[src/rtl/sevenseg_pkg.sv]
// Shared segment types and glyph constants for the seven-segment scanner.
// Segment vectors are ordered {g,f,e,d,c,b,a} and are active-high internally.
package sevenseg_pkg;

  typedef logic [6:0] seg_t;

  localparam seg_t SEG_0    = 7'b0111111;
  localparam seg_t SEG_1    = 7'b0000110;
  localparam seg_t SEG_2    = 7'b1011011;
  localparam seg_t SEG_3    = 7'b1001111;
  localparam seg_t SEG_4    = 7'b1100110;
  localparam seg_t SEG_5    = 7'b1101101;
  localparam seg_t SEG_6    = 7'b1111101;
  localparam seg_t SEG_7    = 7'b0000111;
  localparam seg_t SEG_8    = 7'b1111111;
  localparam seg_t SEG_9    = 7'b1101111;
  localparam seg_t SEG_DASH = 7'b1000000;
  localparam seg_t SEG_OFF  = 7'b0000000;

endpackage

[src/rtl/bcd_to_7seg.sv]
// Combinational BCD nibble to seven-segment glyph decoder.
// Non-decimal nibbles (10..15) show a single dash as an error indication.
module bcd_to_7seg
  import sevenseg_pkg::*;
(
  input  logic [3:0] i_nibble,
  output seg_t       o_seg
);

  // Map each nibble value to its glyph; anything above 9 is flagged with a dash
  always_comb begin
    o_seg = SEG_DASH;
    case (i_nibble)
      4'd0: o_seg = SEG_0;
      4'd1: o_seg = SEG_1;
      4'd2: o_seg = SEG_2;
      4'd3: o_seg = SEG_3;
      4'd4: o_seg = SEG_4;
      4'd5: o_seg = SEG_5;
      4'd6: o_seg = SEG_6;
      4'd7: o_seg = SEG_7;
      4'd8: o_seg = SEG_8;
      4'd9: o_seg = SEG_9;
      default: o_seg = SEG_DASH;
    endcase
  end

endmodule

[src/rtl/sevenseg_scanner.sv]
// Time-multiplexed seven-segment driver. Snapshots the packed BCD word once per
// frame so a value never tears mid-frame, scans one digit per refresh slot with
// a leading anti-ghosting blank window, and optionally blanks leading zeros.
module sevenseg_scanner
  import sevenseg_pkg::*;
#(
  parameter int NUM_DIGITS   = 5,
  parameter int BCD_WIDTH    = 21,
  parameter int REFRESH_DIV  = 50000,
  parameter int BLANK_CYCLES = 500,
  parameter int ACTIVE_LOW   = 1
) (
  input  logic                  clk,
  input  logic                  reset_n,
  input  logic                  enable_i,
  input  logic                  blank_lz_i,
  input  logic [BCD_WIDTH-1:0]  bcd_i,
  output logic [6:0]            seg_o,
  output logic [NUM_DIGITS-1:0] an_o,
  output logic                  frame_o
);

  localparam int   SNAP_W = 4 * NUM_DIGITS;
  localparam int   EXT_W  = (BCD_WIDTH > SNAP_W) ? BCD_WIDTH : SNAP_W;
  localparam int   IDX_W  = (NUM_DIGITS > 1) ? $clog2(NUM_DIGITS) : 1;
  localparam int   PW     = $clog2(REFRESH_DIV);
  localparam logic POL    = (ACTIVE_LOW != 0);

  localparam logic [0:0] ST_IDLE = 1'b0;
  localparam logic [0:0] ST_SCAN = 1'b1;

  logic [0:0]            r_state;
  logic [IDX_W-1:0]      r_idx;
  logic [PW-1:0]         r_presc;
  logic [SNAP_W-1:0]     r_snap;
  logic                  r_frame;
  logic [6:0]            r_seg;
  logic [NUM_DIGITS-1:0] r_an;

  logic [EXT_W-1:0]      w_bcd_ext;
  logic [SNAP_W-1:0]     w_bcd_trim;
  logic                  w_unused_bcd;
  logic                  w_presc_tc;
  logic                  w_idx_last;
  logic [3:0]            w_nib;
  seg_t                  w_glyph;
  logic [NUM_DIGITS-1:0] w_an_hot;
  logic [NUM_DIGITS-1:0] w_lz_mask;
  logic                  w_zero_above;
  logic                  w_lz_hit;
  logic                  w_vis;
  seg_t                  w_seg_int;
  logic [NUM_DIGITS-1:0] w_an_int;

  // Zero-extend the BCD input, then keep only the digits we display
  assign w_bcd_ext    = EXT_W'(bcd_i);
  assign w_bcd_trim   = w_bcd_ext[SNAP_W-1:0];
  assign w_unused_bcd = ^w_bcd_ext;

  assign w_presc_tc = (r_presc == PW'(REFRESH_DIV - 1));
  assign w_idx_last = (r_idx == IDX_W'(NUM_DIGITS - 1));

  assign w_nib    = 4'(r_snap >> {r_idx, 2'b00});
  assign w_an_hot = NUM_DIGITS'(1) << r_idx;

  bcd_to_7seg u_dec (
    .i_nibble (w_nib),
    .o_seg    (w_glyph)
  );

  // Leading-zero mask: digit k is a leading zero when it and every higher digit are 0
  always_comb begin
    w_lz_mask    = '0;
    w_zero_above = 1'b1;
    for (int k = NUM_DIGITS - 1; k >= 1; k--) begin
      w_zero_above = w_zero_above & (r_snap[4*k +: 4] == 4'd0);
      w_lz_mask[k] = w_zero_above;
    end
  end

  assign w_lz_hit  = |(w_lz_mask & w_an_hot);
  assign w_vis     = (r_state == ST_SCAN) && (r_presc >= PW'(BLANK_CYCLES));
  assign w_an_int  = w_vis ? w_an_hot : '0;
  assign w_seg_int = (w_vis && !(blank_lz_i && w_lz_hit)) ? w_glyph : SEG_OFF;

  // Scan FSM, prescaler, digit index and per-frame snapshot; disable always wins over a wrap
  always_ff @(posedge clk) begin
    if (!reset_n) begin
      r_state <= ST_IDLE;
      r_idx   <= '0;
      r_presc <= '0;
      r_snap  <= '0;
      r_frame <= 1'b0;
    end else if (!enable_i) begin
      r_state <= ST_IDLE;
      r_idx   <= '0;
      r_presc <= '0;
      r_frame <= 1'b0;
    end else if (r_state == ST_IDLE) begin
      r_state <= ST_SCAN;
      r_snap  <= w_bcd_trim;
      r_idx   <= '0;
      r_presc <= '0;
      r_frame <= 1'b1;
    end else if (w_presc_tc) begin
      r_presc <= '0;
      if (w_idx_last) begin
        r_idx   <= '0;
        r_snap  <= w_bcd_trim;
        r_frame <= 1'b1;
      end else begin
        r_idx   <= r_idx + IDX_W'(1);
        r_frame <= 1'b0;
      end
    end else begin
      r_presc <= r_presc + PW'(1);
      r_frame <= 1'b0;
    end
  end

  // Pin registers: one cycle behind the counters, polarity applied here
  always_ff @(posedge clk) begin
    if (!reset_n) begin
      r_seg <= {7{POL}};
      r_an  <= {NUM_DIGITS{POL}};
    end else begin
      r_seg <= w_seg_int ^ {7{POL}};
      r_an  <= w_an_int ^ {NUM_DIGITS{POL}};
    end
  end

  assign seg_o   = r_seg;
  assign an_o    = r_an;
  assign frame_o = r_frame;

endmodule

[config.mk]
export PLATFORM = sky130hd
export DESIGN_NAME = sevenseg_scanner
export DESIGN_NICKNAME = d
export VERILOG_FILES = /design/src/rtl/sevenseg_pkg.sv /design/src/rtl/bcd_to_7seg.sv /design/src/rtl/sevenseg_scanner.sv
export SDC_FILE = /design/constraint.sdc
export NUM_CORES = 1
export LEC_CHECK = 0
export BUFFER_PORTS_ARGS = -buffer_cell sky130_fd_sc_hd__buf_4
export CORE_AREA = 2 2 74 76
export CTS_CLUSTER_SIZE = 28
export DETAILED_ROUTE_END_ITERATION = 10
export DIE_AREA = 0 0 76 78
export PLACE_DENSITY = 0.74
export SYNTH_ARGS = -nofsm -noshare
export SYNTH_HDL_FRONTEND = slang
export SYNTH_SLANG_ARGS = --single-unit
[constraint.sdc]
create_clock -name clk -period 2.09 [get_ports clk]
set_input_delay 0.1045 -clock clk [delete_from_list [all_inputs] [get_ports clk]]
set_output_delay 0.1045 -clock clk [all_outputs]
set_load 0.01 [all_outputs]
After elaboration in Yosys (flattened, before gate mapping). Memories as Yosys holds them, arrays and structs flattened. Cells that the tools add are included.

$add $sub $neg: 2. Order comparisons: 1. Equality and inequality tests: 4. Shifts and indexed selects: 2. Muxes and demuxes: 10. Bitwise logic cells: 9. Reductions and logical operators: 13.

Operators with widths (number): $mux 20 (3); $shr 20x5->4 (1); $add 16x1->16 const B (1); $eq 16x16->1 const B (1); $ge 16x9->1 const B (1); $logic_not 4->1 (4); $mux 7 (1); $not 7->7 (1); $reduce_and 3->1 (2); $and 5x5->5 (1); $mux 5 (1); $not 5->5 (1); $reduce_or 5->1 (1); $shl 1x3->5 const A (1); $mux 1 (4); $ne 2x1->1 const B (2); $reduce_or 4->1 (1); $add 3x1->3 const B (1); $and 1x1->1 (3); $eq 3x3->1 const B (1); $logic_and 1x1->1 (3); $mux 3 (1); $not 1->1 (3); $reduce_and 2->1 (1); $logic_not 1->1 (1).

Flip-flop bits (word level): 53. Bits in read-only memories: 112. Output and inout bits: 13. Logic and storage cells: 49. Memories: 1.

Memory list: (no name shown) (depth 16, bits a word 7, rd ports 1, clocked after memory_dff 0, wr ports 0, RTL line bcd_to_7seg.sv:13) `case (i_nibble)`.

Logic depth before layout (Yosys ltp). Gate-level depths: netlist of the first run.

Depth in word-level cells: 11. Mapped depth: 9. Mapped depth without buffers: 8.

By module. From an unflattened synthesis of the first run, not the netlist that was laid out.

Cell total of the unflattened synthesis: 373. Area, all modules: 3000.4 µm².

Modules (own cells, without submodules): sevenseg_scanner (instances 1, cells an instance 344, area each 2775.2 µm², seq. area each 1061.0 µm²); bcd_to_7seg (instances 1, cells an instance 29, area each 225.2 µm², seq. area each 0.0 µm²).

Least setup slack after synthesis of the first run. Ideal clock, no wire load.

Path kind: register to register. Start point: reg r_idx[0]. End point: reg r_seg[5] (netlist: seg_o[5]). Setup time: 0.116 ns. Arrival time: 2.050 ns. Data required time: 1.974 ns. Slack: -0.075 ns. Cell stages (with the launch flop): 9. Clock period less this slack: 2.165 ns. Cell sequence: dfxtp_1 > buf_6 > mux4_1 > nand2_1 > and2_1 > inv_1 > ha_1 > or3_1 > a31o_1.

Longest elaborated chain between the ends: 8. Elaborated cells between the ends (all ways): 10. Classes of those cells: shift (2); mux (1); bitwise (2); reduce/logical (4); memory (1).

RTL lines: from (decl) (RTL line sevenseg_scanner.sv:33) `logic [IDX_W-1:0] r_idx;`; from (signal assigned) (RTL line sevenseg_scanner.sv:112) `r_idx <= r_idx + IDX_W'(1);`; parallel branches: the longest is 6 deep, another holds $mem_v2 16x7; $mux 7 (*) (RTL line sevenseg_scanner.sv:84) `assign w_seg_int = (w_vis && !(blank_lz_i && w_lz_hit)) ? w_glyph : SEG_OFF;`; $not 7->7 (no line) (*); to (signal assigned) (RTL line sevenseg_scanner.sv:124) `r_seg <= {7{POL}};`; to (signal assigned) (RTL line sevenseg_scanner.sv:127) `r_seg <= w_seg_int ^ {7{POL}};`; to (decl) (RTL line sevenseg_scanner.sv:37) `logic [6:0] r_seg;`.

Mark *: on every way between the ends. A chain may end at the register's enable or synchronous reset.

Worst setup path in the final report of the first run. Same ends and word-level chain as after synthesis.

==> flow_summary_export.csv, run 1 <==
group,metric,value,unit
drt,drc,0,
floorplan,die_area,5930,um2
sta,finalClockSkew,0.0121,ns
clock_tree,ctsHtreeMaxLevel,2,
drt,vias,1915,
sta,hold_viol,0,
clock_tree,cts_tree,"done",
cells_and_area,drive_gt1_share,21.7,%
clock_tree,numCtsBuffers,5,
clock_tree,path_clk_slew,0.10,ns
sta,worst_hold_slack,0.0428,ns
placed_design,post-place-ws,0.0370,ns
drt,routed_wirelength,4.59,mm
worst_setup_path,cp_top_family,"simple AND/OR/NAND/NOR gates",
sta,setup_viol,0,
clock_tree,cts_sinks,53,
sta,fin_crit,2.03,ns
pwr,ir_drop,0.432,mV
worst_setup_path,path_buf_inv,1,
worst_setup_path,critPathLaunchType,"register",
synth,synth_top_area_share,42.1,%
cells_and_area,instances_no_fill,383,
synth,synth.area.top_cells,"dfxtp_1 (42%), mux2i_1 (9.5%), nand2_1 (8.0%)",
drt,dr.pass1.iters,4,
synth,ys_seq_elements,53,
floorplan,pin_count,38,
pwr,power,1.91,mW
floorplan,dieHeight,78,um
global_route,track_usage,16.2,%
global_route,grt-ovfl-total,0,
floorplan,die_x,76,um
sta,max_freq,0.493,GHz
worst_setup_path,worst-setup-path-type,"reg -> reg",
cells_and_area,final_area,2980,um2
sta,fin_tns_setup,0,ns
outcome,outcome,"complete, no violations",
synth,synth_cell_types,47,
worst_setup_path,arrival,2.22,ns
worst_setup_path,crit_path_cell_trace,"mux4_2 -> nand2_1 -> and2_4 -> inv_1 -> ha_1 -> or3_1 -> a31o_1",
drt,drt_iter0_markers,91,
worst_setup_path,end_kind,"register",
worst_setup_path,cpPeakStageDelay,0.51,ns
cells_and_area,n_antenna_cell,0,
cells_and_area,nNetsFinal,349,
floorplan,start_util,50.0,%
worst_setup_path,slowest_stage,"mux4_2",
synth,ys_async_sr_fraction,0,%
sta,relSlewSlack,68.0,%
synth,yosysWarningCount,0,
global_route,first_global_vias,1704,
global_route,antenna_found_initial,0,
floorplan,core_area,5040,um2
pwr,p_per_area,641,nW/um2
clock_tree,postCtsHoldBufs,0,
cells_and_area,syn2layout_area_growth,18.2,%
sta,drv_slew,0,
synth,synth_top_area_cell,"dfxtp_1",
synth,syn-num-nets,309,
global_route,grt_max_degree,43,
synth,ys_seq_area_share,42.1,%
synth,postSynthAreaPerCell,9.27,um2
worst_setup_path,rrSetupSlack,0.06,ns
pwr,p_leak,1.21,nW
worst_setup_path,cp.required,2.28,ns
sta,period_share,97.0,%
synth,synth_flop_cell,"dfxtp_1",
floorplan,num_rows,26,
placed_design,port_buffers,36,
clock_tree,root_buffer,"clkbuf_8",
synth,synth_edf_count,0,
worst_setup_path,path_max_fanout,4,
synth,netlist_area,2520,um2
placed_design,dp.cells,372,
clock_tree,clk_path_buf_depth,2,
sta,rsz0062_at_grt,"false",
sta,setup_ws,0.0620,ns
cells_and_area,fillers,440,
synth,synthCells,272,
drt,avgRoutedWirePerCell,12.0,um
placed_design,dp_hpwl,3.29,mm
placed_design,place_congestion,0.835,
drt,ant_nets,0,
drt,vias_per_cell,5.00,
global_route,grt_pass1_wl,7.83,mm
clock_tree,worstSkewPairLatency,0.30,ns
run,max-cap-violations,0,
sta,worst_slew_pin_slew,0.477,ns
worst_hold_path,min_path_type,"in -> reg",
placed_design,placed_cell_area,2850,um2
cells_and_area,fin_util,59.1,%
## power by group
part	internal, mW	switching [mW]
Sequential	1.03	0.0201
Combinational	0.0926	0.0852
Clock	0.360	0.320
## per-layer routing
metal	vias up	GRT usage (%)	wire (um)
met4	0	5.45	34
met2	46	25.4	2020
met1	857	22.4	2320
met3	2	3.49	212
li1	1010	-	-
met5	-	0	0
## state kept, by name (all words and copies together), names as in the netlist
name and count:
frame_o 1, r_snap 20, r_idx 3, an_o 5, r_presc 16, r_state 1
seg_o 7
## cell type report
cell class	count	area, um2	share of cell area, %
sequential	53	1060	35.7
inverter	10	37.5	1.26
clock buffer	6	72.6	2.43
timing repair buffer	44	343	11.5
clock inverter	2	38.8	1.30
tap	70	87.6	2.94
multi-input combinational	198	1340	44.9
## cells in the final DEF, fill, tap and decap left out, types with 3 or more instances in the layout
cell | netlist | routed
nor2_1 | 24 | 24
a21oi_1 | 5 | 5
ha_1 | 12 | 12
and2_1 | 4 | 3
nor3_1 | 4 | 4
o21ai_0 | 4 | 4
mux4_2 | 2 | 3
buf_4 | 0 | 43
xnor2_1 | 6 | 6
a21o_1 | 4 | 4
inv_1 | 9 | 9
nand3_1 | 9 | 9
nand4_1 | 5 | 5
xor2_1 | 8 | 8
clkbuf_8 | 2 | 5
nor4_1 | 3 | 3
dfxtp_1 | 53 | 52
mux2i_1 | 24 | 24
nand2_1 | 54 | 54
## cell families (layout without fill, tap and decap cells)
logic type / after synthesis / in the layout / share of synthesized area, %
mux: 27 / 27 / 12.4
fa+ha+maj: 12 / 12 / 5.95
compound gates: 25 / 25 / 6.80
xor+xnor: 14 / 14 / 4.86
buf+inv: 21 / 62 / 5.16
flops: 53 / 53 / 42.1
simple gates: 120 / 120 / 22.8
## repair_timing
item	4_1_cts	5_1_grt
endpoints found under the setup margin	1	2
buffers inserted	0	3
pin swaps	0	1
gates resized for setup	1	1
## path summary, 6_finish.rpt
check                               start          to  depth (start not counted)
worst max-delay path             r_idx[0]    seg_o[5]                          7
worst min-delay path            bcd_i[11]  r_snap[11]                          3
worst max register to register   r_idx[0]    seg_o[5]                          7
worst min register to register  r_snap[1]   r_snap[1]                          2
## worst register-to-register path, cell delays in order (launching register included)
cell     delay [ns]
dfxtp_4        0.38
mux4_2         0.51
nand2_1        0.08
and2_4         0.15
inv_1          0.06
ha_1           0.20
or3_1          0.36
a31o_1         0.18
## Yosys cell counts (2+ instances only)
| cell type | count |
|---|---|
| nor3_1 | 4 |
| o21ai_0 | 4 |
| nand3_1 | 9 |
| mux4_2 | 2 |
| ha_1 | 12 |
| mux2i_1 | 24 |
| and3_1 | 2 |
| or2_2 | 2 |
| xor2_1 | 8 |
| buf_8 | 2 |
| or3_1 | 2 |
| inv_1 | 9 |
| a21oi_1 | 5 |
| dfxtp_1 | 53 |
| o21ai_2 | 2 |
| and4bb_2 | 2 |
| clkbuf_1 | 5 |
| clkbuf_8 | 2 |
| a21o_1 | 4 |
| and2_1 | 4 |
| nand2_1 | 54 |
| xnor2_1 | 6 |
| nand4_1 | 5 |
| nor4_1 | 3 |
| nor2_1 | 24 |
| nand3b_1 | 2 |
Note: power is estimated with default switching activity, not from simulation.
==> run 2: changes to the inputs <==
- SETUP_SLACK_MARGIN: not set -> 0.4
==> run 2 against run 1 <==
  * Register-to-register slack better by 0.04 ns
  * Core utilization grew 4.6 points
  * Critical endpoint is now seg_o[1]
  * Wire length rose by 16%
  * Largest power group unchanged
  * Power fell by 4.1%
  * First-iteration DRC count up 47%
  * Maximum frequency is 1.8% higher
==> flow_summary_export.csv, run 2 (synthesis gave the netlist of run 1 again) <==
group,metric,value,unit
global_route,grt_pass1_wl,8.79,mm
floorplan,core_area,5040,um2
sta,setup_viol,0,
worst_setup_path,arrival,2.19,ns
global_route,first_global_vias,1900,
worst_setup_path,cpPeakStageDelay,0.50,ns
cells_and_area,nNetsFinal,360,
clock_tree,worstSkewPairLatency,0.30,ns
placed_design,dp_hpwl,3.55,mm
worst_setup_path,end_kind,"register",
drt,vias,2012,
cells_and_area,final_cell_mix,"nand2_1 (53), buf_4 (49), dfxtp_1 (44)",
cells_and_area,n_antenna_cell,0,
floorplan,die_x,76,um
sta,period_share,95.3,%
floorplan,die_area,5930,um2
clock_tree,cts_sinks,53,
pwr,ir_drop,0.363,mV
drt,routed_wirelength,5.33,mm
worst_setup_path,path_max_fanout,4,
drt,drt_iter0_markers,134,
sta,fin_tns_setup,0,ns
clock_tree,numCtsBuffers,5,
cells_and_area,final_area,3220,um2
worst_setup_path,worst-setup-path-type,"reg -> reg",
cells_and_area,layout_commonest_cell,"nand2_1",
global_route,antenna_found_initial,0,
run,max-cap-violations,0,
cells_and_area,fillers,404,
clock_tree,clk_path_buf_depth,2,
cells_and_area,largest_reg_flops,20,
cells_and_area,drive_gt1_share,32.5,%
drt,dr.pass1.iters,4,
outcome,outcome,"complete, no violations",
global_route,grt-ovfl-total,0,
floorplan,dieHeight,78,um
placed_design,place_congestion,0.817,
placed_design,port_buffers,36,
clock_tree,ctsHtreeMaxLevel,2,
placed_design,placed_cell_area,2890,um2
sta,drv_slew,0,
drt,drc,0,
global_route,grt_max_degree,43,
clock_tree,postCtsHoldBufs,0,
global_route,track_usage,18.5,%
floorplan,num_rows,26,
floorplan,start_util,50.0,%
clock_tree,root_buffer,"clkbuf_8",
sta,hold_viol,0,
drt,avgRoutedWirePerCell,13.6,um
sta,max_freq,0.502,GHz
worst_setup_path,crit_path_cell_trace,"mux4_2 -> nand2_1 -> and2_4 -> ha_1 -> nor2_1 -> a21oi_1 -> or2_2",
worst_setup_path,cp.required,2.29,ns
pwr,p_per_area,570,nW/um2
worst_setup_path,slowest_stage,"mux4_2",
pwr,p_leak,1.26,nW
cells_and_area,fin_util,63.8,%
clock_tree,cts_tree,"done",
sta,relSlewSlack,65.5,%
cells_and_area,regMostFlops,"r_snap",
sta,fin_crit,1.99,ns
worst_setup_path,critPathLaunchType,"register",
floorplan,pin_count,38,
worst_hold_path,min_path_type,"in -> reg",
sta,rsz0062_at_grt,"true",
drt,vias_per_cell,5.12,
worst_setup_path,rr_worst_depth,7,
sta,worst_slew_pin_slew,0.513,ns
drt,ant_nets,0,
worst_hold_path,min_path_cells,3,
clock_tree,path_clk_slew,0.09,ns
cells_and_area,syn2layout_area_growth,27.5,%
sta,finalClockSkew,0.00386,ns
==> run 2: cell count changes in the layout (fill, tap and decap cells not counted), moves of 4 or more <==
cell     delta
dfxtp_1     -8
buf_6       +4
ha_1        -5
buf_4       +6
dfxtp_2     +6
==> run 2: cell type report <==
type	instances	area, um2	share of cell area (%)
clock buffers	7	86.3	2.68
inverters	10	40.0	1.25
multi-input cells	198	1460	45.5
flip-flops and latches	53	1080	33.6
well taps	70	87.6	2.72
repair buffers	55	458	14.2
==> run 2: routing by layer <==
layer | part of all wire, % | track usage [%]
met1 | 48 | 24.2
met2 | 47 | 30.1
met3 | 3.4 | 3.95
met4 | 1.6 | 7.09
met5 | 0 | 0
==> run 2: report_power, final <==
part | switching (mW) | internal (mW) | leakage (nW)
clock network | 0.313 | 0.263 | 0.0443
logic | 0.0952 | 0.108 | 0.776
registers | 0.0222 | 1.03 | 0.437
total | 0.430 | 1.40 | 1.26
==> run 2: final timing paths <==
kind                            startpoint         to  slack, ns
worst max register to register    r_idx[0]   seg_o[1]        0.1
worst max-delay path              r_idx[0]   seg_o[1]        0.1
worst min-delay path              bcd_i[3]  r_snap[3]       0.04
worst min register to register   r_snap[2]  r_snap[2]       0.46
==> run 2: worst max-delay path, delay by kind of cell (launching register included) <==
| kind | cells | cell delay, ns |
|---|---|---|
| muxes | 1 | 0.50 |
| AOI/OAI and AO/OA | 1 | 0.07 |
| and+or+nand+nor | 4 | 0.67 |
| DFF | 1 | 0.39 |
| adders and majority gates | 1 | 0.25 |
==> run 2: timing repair <==
| item | 4_1_cts | 5_1_grt |
|---|---|---|
| hold endpoints to repair | 0 | 0 |
| resized for setup | 22 | 19 |
| cloned | 0 | 1 |
| pin swaps | 4 | 8 |
| endpoints found under the setup margin | 28 | 46 |
| buffers inserted | 6 | 3 |
==> run 2: per-stage QoR <==
step / std cells / hold WS (ns) / worst slack, ns / power [mW]
final: 393 / 0.0445 / 0.0973 / 1.83
after global routing: 393 / 0.0538 / 0.0219 / 1.91
after CTS: 389 / 0.0408 / 0.119 / 1.84
after detailed placement: 376 / 0.371 / 0.0781 / 1.26
after global placement: 376 / 0.364 / 0.119 / 1.25
after floorplan: 272 / 0.247 / 0.0824 / 1.19
==> run 3: changes to the inputs <==
- BUFFER_PORTS_ARGS: -buffer_cell sky130_fd_sc_hd__buf_4 -> -buffer_cell sky130_fd_sc_hd__buf_2
- CTS_CLUSTER_SIZE: 28 -> 40
- GPL_ROUTABILITY_DRIVEN: not set -> 0
==> run 3 against run 2 <==
  * Maximum frequency rose by 3.0%
  * Wire length fell by 0.28%
  * Core utilization fell by 0.22 points
  * Die area did not move
  * Worst setup slack improved by 0.058 ns
  * Global-route usage fell by 0.17 points
  * Power rose by 13%
  * Non-clock buffer count did not move
  * Combinational power barely moved
  * Sequential power barely moved
  * Clock power rose by 41%
  * Critical path type unchanged
  * Largest cell class unchanged
  * Highest routed layer unchanged
==> flow_summary_export.csv, run 3 (synthesis gave the netlist of run 1 again) <==
group,metric,value,unit
worst_setup_path,slowest_stage,"mux4_2",
placed_design,dp_hpwl,3.51,mm
sta,period_share,92.6,%
floorplan,start_util,50.0,%
cells_and_area,syn2layout_area_growth,27.0,%
global_route,grt-ovfl-total,0,
floorplan,dieHeight,78,um
worst_setup_path,cp.required,2.30,ns
floorplan,die_area,5930,um2
clock_tree,worstSkewPairLatency,0.30,ns
worst_hold_path,min_path_type,"in -> reg",
placed_design,placed_cell_area,2800,um2
worst_setup_path,cpPeakStageDelay,0.53,ns
run,max-cap-violations,0,
cells_and_area,fillers,406,
floorplan,core_area,5040,um2
cells_and_area,nNetsFinal,361,
clock_tree,ctsHtreeMaxLevel,2,
outcome,outcome,"complete, no violations",
clock_tree,cts_sinks,53,
cells_and_area,drive_gt1_share,32.6,%
cells_and_area,regMostFlops,"r_snap",
floorplan,num_rows,26,
cells_and_area,largest_reg_flops,20,
worst_setup_path,path_max_fanout,4,
worst_hold_path,min_from,"bcd_i[11]",
sta,fin_tns_setup,0,ns
sta,relSlewSlack,73.6,%
pwr,p_per_area,648,nW/um2
drt,dr.pass1.iters,4,
global_route,track_usage,18.3,%
sta,hold_viol,0,
drt,routed_wirelength,5.32,mm
worst_setup_path,path_buf_inv,1,
worst_setup_path,crit_start,"r_idx[0]",
pwr,ir_drop,0.347,mV
clock_tree,clk_path_buf_depth,2,
worst_setup_path,critPathLaunchType,"register",
worst_setup_path,cp_top_family,"multiplexers",
worst_setup_path,end_kind,"register",
worst_setup_path,crit_path_cell_trace,"mux4_2 -> a21oi_4 -> inv_2 -> ha_4 -> or3_1 -> a31o_1",
worst_setup_path,arrival,2.14,ns
sta,fin_crit,1.93,ns
sta,max_freq,0.517,GHz
floorplan,pin_count,38,
floorplan,die_x,76,um
sta,finalClockSkew,0.00877,ns
drt,vias_per_cell,5.16,
worst_setup_path,r2r_start,"r_idx[0]",
pwr,p_leak,1.27,nW
cells_and_area,n_antenna_cell,0,
cells_and_area,final_cell_mix,"nand2_1 (53), dfxtp_1 (43), buf_2 (36)",
sta,drv_slew,0,
sta,rsz0062_at_grt,"true",
global_route,grt_pass1_wl,8.79,mm
sta,setup_viol,0,
drt,drt_iter0_markers,130,
cells_and_area,layout_commonest_cell,"nand2_1",
global_route,antenna_found_initial,0,
sta,worst_slew_pin_slew,0.396,ns
drt,avgRoutedWirePerCell,13.5,um
placed_design,port_buffers,36,
clock_tree,postCtsHoldBufs,0,
drt,vias,2038,
worst_setup_path,worst-setup-path-type,"reg -> reg",
drt,drc,0,
global_route,grt_max_degree,41,
clock_tree,path_clk_slew,0.10,ns
clock_tree,numCtsBuffers,5,
drt,ant_nets,0,
clock_tree,cts_tree,"done",
cells_and_area,final_area,3200,um2
clock_tree,root_buffer,"clkbuf_8",
global_route,first_global_vias,1886,
-- run 3: final timing paths --
path | slack (ns) | end | cells past startpoint
max | 0.16 | seg_o[5] | 6
min | 0.03 | r_snap[11] | 3
max reg2reg | 0.16 | seg_o[5] | 6
min reg2reg | 0.47 | r_snap[2] | 2
-- run 3: worst register-to-register path: cells and delay by family (launching register included) --
kind | cells | cell delay (ns)
fa+ha+maj | 1 | 0.16
buf+inv | 1 | 0.09
compound gates | 2 | 0.37
simple gates | 1 | 0.30
mux | 1 | 0.53
flops | 1 | 0.39
-- run 3: timing repair --
action                     4_1_cts  5_1_grt
gates cloned                     1        3
pin swaps                        9        6
setup endpoints to repair       28       37
buffers inserted                 7        1
resized for setup               28       11
-- run 3: metal layers --
metal	vias up	global-route usage, %	part of all wire (%)
li1	1027	-	-
met1	939	23.8	46
met2	63	29.6	47
met3	9	4.65	5.2
met4	0	7.09	1.8
met5	-	0	0
-- run 3: per-stage QoR --
step / hold slack [ns] / utilization, % / setup slack (ns) / cells / total power [mW]
floorplan: 0.247 / - / 0.0824 / 272 / 1.19
global placement: 0.352 / 55.4 / 0.123 / 375 / 1.24
detailed placement: 0.358 / 55.4 / 0.0833 / 375 / 1.24
CTS: 0.0263 / 61.9 / 0.139 / 391 / 2.06
global route: 0.0250 / 63.5 / 0.0781 / 395 / 2.15
finish: 0.0309 / 63.5 / 0.155 / 395 / 2.08
-- run 3: cell type report --
type,count,area (um2),share of cell area (%)
multi-input cells,199,1470,45.8
clock inverters,3,65.1,2.03
well taps,70,87.6,2.73
flip-flops and latches,53,1080,33.7
inverters,10,40.0,1.25
repair buffers,55,398,12.4
clock buffers,5,68.8,2.15
-- run 3: power breakdown --
part	switching, mW	leakage [nW]	internal (mW)
Clock	0.339	0.0681	0.476
Combinational	0.0985	0.769	0.107
Sequential	0.0214	0.437	1.03
